**config.mk**
```make
export PLATFORM = sky130hd
export DESIGN_NAME = io_bus_arbiter
export DESIGN_NICKNAME = d
export VERILOG_FILES = /design/src/rtl/io_bus_arbiter.sv
export SDC_FILE = /design/constraint.sdc
export NUM_CORES = 1
export LEC_CHECK = 0
export ABC_AREA = 1
export CORE_AREA = 2 2 123 125
export CTS_CLUSTER_DIAMETER = 120
export CTS_CLUSTER_SIZE = 10
export DETAILED_ROUTE_END_ITERATION = 16
export DIE_AREA = 0 0 125 127
export HOLD_SLACK_MARGIN = 0.1
export SETUP_SLACK_MARGIN = 0.5
export SYNTH_ARGS = -nofsm -noshare
export SYNTH_HDL_FRONTEND = slang
export SYNTH_SLANG_ARGS = --single-unit
export TNS_END_PERCENT = 20
```
**constraint.sdc**
```tcl
create_clock -name iCLOCK -period 3.5 [get_ports iCLOCK]
set_clock_uncertainty 0.05 [all_clocks]
set_input_delay 0.7 -clock iCLOCK [delete_from_list [all_inputs] [get_ports iCLOCK]]
set_output_delay 0.7 -clock iCLOCK [all_outputs]
set_load 0.01 [all_outputs]
```
**src/rtl/io_bus_arbiter.sv**
```systemverilog
// Round-robin arbiter sharing one IO request port between two masters, with grant lock under back-pressure.
// Zero added latency on the request and return paths; an in-order owner FIFO routes read returns back to their issuer.
module io_bus_arbiter #(
  parameter int TAG_DEPTH = 4
) (
  input  logic        iCLOCK,
  input  logic        iRESET,
  // Master 0
  input  logic        iM0_REQ,
  output logic        oM0_BUSY,
  input  logic [1:0]  iM0_ORDER,
  input  logic        iM0_RW,
  input  logic [31:0] iM0_ADDR,
  input  logic [31:0] iM0_DATA,
  output logic        oM0_VALID,
  input  logic        iM0_BUSY,
  output logic [31:0] oM0_DATA,
  // Master 1
  input  logic        iM1_REQ,
  output logic        oM1_BUSY,
  input  logic [1:0]  iM1_ORDER,
  input  logic        iM1_RW,
  input  logic [31:0] iM1_ADDR,
  input  logic [31:0] iM1_DATA,
  output logic        oM1_VALID,
  input  logic        iM1_BUSY,
  output logic [31:0] oM1_DATA,
  // Peripheral interface controller side
  output logic        oIO_REQ,
  input  logic        iIO_BUSY,
  output logic [1:0]  oIO_ORDER,
  output logic        oIO_RW,
  output logic [31:0] oIO_ADDR,
  output logic [31:0] oIO_DATA,
  input  logic        iIO_VALID,
  output logic        oIO_BUSY,
  input  logic [31:0] iIO_DATA,
  output logic        oSPURIOUS
);

  localparam int PTRW = $clog2(TAG_DEPTH);
  localparam logic [PTRW:0] FULL_COUNT = (PTRW+1)'(TAG_DEPTH);

  logic                 b_last;
  logic                 b_lock;
  logic                 b_lockId;
  logic                 b_spurious;
  logic [TAG_DEPTH-1:0] b_owner;
  logic [PTRW-1:0]      b_wrPtr;
  logic [PTRW-1:0]      b_rdPtr;
  logic [PTRW:0]        b_count;

  logic readRoom;
  logic elig0;
  logic elig1;
  logic grantVld;
  logic grantId;
  logic selElig;
  logic ioReq;
  logic accept;
  logic lockedReq;
  logic fifoEmpty;
  logic headId;
  logic headBusy;
  logic push;
  logic pop;

  // Full check uses the registered count only; a same-cycle pop never frees a slot early.
  assign readRoom = (b_count < FULL_COUNT);
  assign elig0    = iM0_REQ && (!iM0_RW || readRoom);
  assign elig1    = iM1_REQ && (!iM1_RW || readRoom);

  always_comb begin
    grantVld = 1'b0;
    grantId  = 1'b0;
    if (b_lock) begin
      grantVld = 1'b1;
      grantId  = b_lockId;
    end else if (elig0 && elig1) begin
      grantVld = 1'b1;
      grantId  = ~b_last;
    end else if (elig0) begin
      grantVld = 1'b1;
      grantId  = 1'b0;
    end else if (elig1) begin
      grantVld = 1'b1;
      grantId  = 1'b1;
    end
  end

  assign selElig   = grantId ? elig1 : elig0;
  assign ioReq     = grantVld && selElig;
  assign accept    = ioReq && !iIO_BUSY;
  assign lockedReq = b_lockId ? iM1_REQ : iM0_REQ;

  assign oIO_REQ   = ioReq;
  assign oIO_ORDER = !ioReq ? 2'b00 : (grantId ? iM1_ORDER : iM0_ORDER);
  assign oIO_RW    = !ioReq ? 1'b0  : (grantId ? iM1_RW    : iM0_RW);
  assign oIO_ADDR  = !ioReq ? 32'h0 : (grantId ? iM1_ADDR  : iM0_ADDR);
  assign oIO_DATA  = !ioReq ? 32'h0 : (grantId ? iM1_DATA  : iM0_DATA);

  assign oM0_BUSY  = !(accept && !grantId);
  assign oM1_BUSY  = !(accept &&  grantId);

  assign fifoEmpty = (b_count == '0);
  assign headId    = b_owner[b_rdPtr];
  assign headBusy  = headId ? iM1_BUSY : iM0_BUSY;
  assign push      = accept && oIO_RW;
  assign pop       = iIO_VALID && !oIO_BUSY && !fifoEmpty;

  // With no owner on record the return word is dropped and never back-pressured.
  assign oIO_BUSY  = !fifoEmpty && headBusy;
  assign oM0_VALID = iIO_VALID && !fifoEmpty && !headId;
  assign oM1_VALID = iIO_VALID && !fifoEmpty &&  headId;
  assign oM0_DATA  = iIO_DATA;
  assign oM1_DATA  = iIO_DATA;
  assign oSPURIOUS = b_spurious;

  always_ff @(posedge iCLOCK) begin
    if (iRESET) begin
      b_last     <= 1'b1;
      b_lock     <= 1'b0;
      b_lockId   <= 1'b0;
      b_spurious <= 1'b0;
      b_owner    <= '0;
      b_wrPtr    <= '0;
      b_rdPtr    <= '0;
      b_count    <= '0;
    end else begin
      if (ioReq && iIO_BUSY) begin
        b_lock   <= 1'b1;
        b_lockId <= grantId;
      end else if (accept || (b_lock && !lockedReq)) begin
        b_lock   <= 1'b0;
      end

      if (accept) begin
        b_last <= grantId;
      end

      if (push) begin
        b_owner[b_wrPtr] <= grantId;
        b_wrPtr          <= b_wrPtr + PTRW'(1);
      end
      if (pop) begin
        b_rdPtr <= b_rdPtr + PTRW'(1);
      end
      case ({push, pop})
        2'b10:   b_count <= b_count + (PTRW+1)'(1);
        2'b01:   b_count <= b_count - (PTRW+1)'(1);
        default: b_count <= b_count;
      endcase

      b_spurious <= iIO_VALID && fifoEmpty;
    end
  end

endmodule

```
==> results.cfg <==
[worst_setup_path]
critPathArrivalTime_ns = 2.19
rr_startpoint = b_count[2]$_SDFFE_PP0P_
worst-endpoint-required_ns = 2.75
rrSetupSlack_ns = 1.00
cp-end-kind = output pin
worstSetupStartpointType = primary input
cp_max_fo = 11
critical_path_class = primary input to output pin
crit_start = iM1_RW

[synthesis]
ys_seq_area_share_pct = 10.9
yosysWarningCount = 0
ys_ff_latch = 15
syn_area_per_cell_sq_um = 5.08
synthesis.area_sq_um = 2750
syn-num-nets = 721
syn_inst = 541
synth_cell_types = 25

[placement]
place_area_sq_um = 4660
dp_hpwl_mm = 7.97
port_buffers = 215
place.gp.congestion = 0.793
dp.cells = 864

[detailed_routing]
first_iter_violations = 90
drtAntennaViolNets = 0
finalWirelength_mm = 11.4
vias_per_cell = 3.90
routedWlPerCell_microns = 12.9
first_pass_iters = 5
vias = 3453
drc = 0

[global_routing]
overflow = 0
antenna_found_initial = 0
grt_pass1_wl_mm = 17.5
grt_max_degree = 27
grtUsageTotal_pct = 13.5
grt_pass1_vias = 3231

[flow_run]
maxCapViolCount = 0

[sta]
finalMaxSlewViolations = 0
finalCriticalPeriod_ns = 2.94
rsz0062_at_grt = true
final-setup-viol-count = 0
fin_crit_sh_pct = 84.0
tightest_slew_ns = 0.392
relSlewSlack_pct = 73.8
hold_violations = 0
fmaxAchievable_ghz = 0.340

[hold_path]
hold_start = b_count[0]$_SDFFE_PP0P_
hold_path_class = flip-flop to flip-flop

[clock_network]
clock_latency_ns = 0.25
hold_buffers = 0
cts_root_buffer = clkbuf_16
numCtsBuffers = 3
cts_sinks = 15
cts_max_level = 1
cts_tree = built
cts_buffer_depth = 2
clk_pin_slew_ns = 0.05

[cells_and_area]
postLayoutCoreUtil_pct = 34.0
final_cells = 886
area_delta_synth_final_pct = 78.2
final_area_sq_um = 4900
antenna_cells = 0
layout-drive-gt1-share_pct = 13.4
nNetsFinal = 883

[floorplan]
rows = 44
dieArea_sq_um = 15900
start_util_pct = 19.1
die_w_microns = 125
core-area_sq_um = 14400
boundaryPins = 312
die_h_microns = 127

[power_and_ir_drop]
p_leak_nw = 2.88
irDropWorstVdd_v = 0.000220
cellPowerDensity_nw_per_um2 = 267

[outcome]
run_status = finished, final reports clean
cells in the mapped netlist, drive strengths merged:
library cell / instances / share of area [%]
nand3: 12 / 2.5
fa: 1 / 0.73
clkbuf: 2 / 0.27
a21oi: 11 / 2.5
inv: 87 / 12
nand2: 292 / 40
ha: 5 / 2.3
dfxtp: 15 / 11
mux2: 1 / 0.41
nor3: 1 / 0.18
nor2: 18 / 2.8
a31oi: 1 / 0.23
nand3b: 1 / 0.27
o21ai: 9 / 1.6
buf: 85 / 23
flip-flops by register name, summed over array words and instances (netlist names):
name       count
b_owner        4
b_count        3
oSPURIOUS      1
b_lockId       1
b_last         1
b_rdPtr        2
b_wrPtr        2
b_lock         1
routing by layer:
| metal | part of all wire [%] | track usage (%) | routed length, microns | vias up |
|---|---|---|---|---|
| met5 | 0 | 0 | 0 | - |
| met4 | 1.0 | 1.96 | 114 | 0 |
| met3 | 9.3 | 3.94 | 1060 | 20 |
| met2 | 46 | 22.7 | 5290 | 189 |
| met1 | 44 | 17.5 | 4980 | 1423 |
| li1 | - | - | - | 1821 |
critical path: stages:
cell and delay [ns]:
dlygate4sd2_1 0.25, nand2_1 0.08, nand2_2 0.08, nor2_4 0.10
nand2_4 0.09, nand2_8 0.13, buf_4 0.14, buf_12 0.13
nand2_1 0.07, nand2_1 0.07, nand2_1 0.05, inv_1 0.05
dlygate4sd2_1 0.26
kinds of logic (layout without fill, tap and decap cells):
group | after synthesis | count (layout) | synth area share [%]
adder cells (fa/ha/maj) | 6 | 6 | 3.00
buffers and inverters | 174 | 335 | 34.9
multiplexers | 1 | 1 | 0.409
AND/OR/NAND/NOR | 324 | 324 | 46.3
AO/OA/AOI/OAI | 21 | 21 | 4.41
flip-flops | 15 | 15 | 10.9
report_power, final:
part           switching [mW]  internal (mW)  leakage (nW)
combinational           0.419          0.466          2.72
clock                  0.0685          0.154        0.0382
sequential             0.0141          0.187         0.123
total                   0.502          0.807          2.88
cells in the final DEF, fill, tap and decap left out, types with 6 or more instances in the layout:
cell type | netlist | layout
dlygate4sd2_1 | 0 | 32
clkdlybuf4s50_1 | 0 | 141
buf_2 | 12 | 7
a21oi_1 | 7 | 6
nor2_1 | 16 | 16
clkbuf_2 | 0 | 34
nand2_1 | 289 | 286
buf_12 | 0 | 11
buf_4 | 68 | 11
inv_1 | 84 | 84
nand3_1 | 10 | 9
dfxtp_1 | 15 | 15
stage by stage:
stage	TNS [ns]	power [mW]	hold slack, ns	setup WS (ns)
finish	0	1.31	0.434	0.559
global route	0	1.42	0.462	0.457
CTS	0	1.33	0.436	0.449
detailed placement	-0.107	1.05	0.428	-0.0183
global placement	-0.0115	1.06	0.415	-0.00616
floorplan	0	0.660	0.394	1.04
final timing paths:
kind | end | depth (start not counted)
hold / removal | b_count[0]$_SDFFE_PP0P_ | 1
setup reg to reg | b_count[2]$_SDFFE_PP0P_ | 18
setup / recovery | oIO_ADDR[10] | 13
hold reg to reg | b_count[0]$_SDFFE_PP0P_ | 1
area by class of cell:
type,instances,area (sq um)
Fill cell,1618,9520
Timing Repair Buffer,244,2410
Multi-Input combinational cell,352,1530
Inverter,87,344
Sequential cell,15,300
Tap cell,184,230
Clock buffer,4,78.8
timing repair:
item / in CTS / in global routing
cloned: 7 / 0
pin swaps: 5 / 2
resized for setup: 137 / 50
hold endpoints to repair: 0 / 0
setup endpoints to repair: 71 / 66
setup buffers: 8 / 3
(Power assumes the default switching activity.)
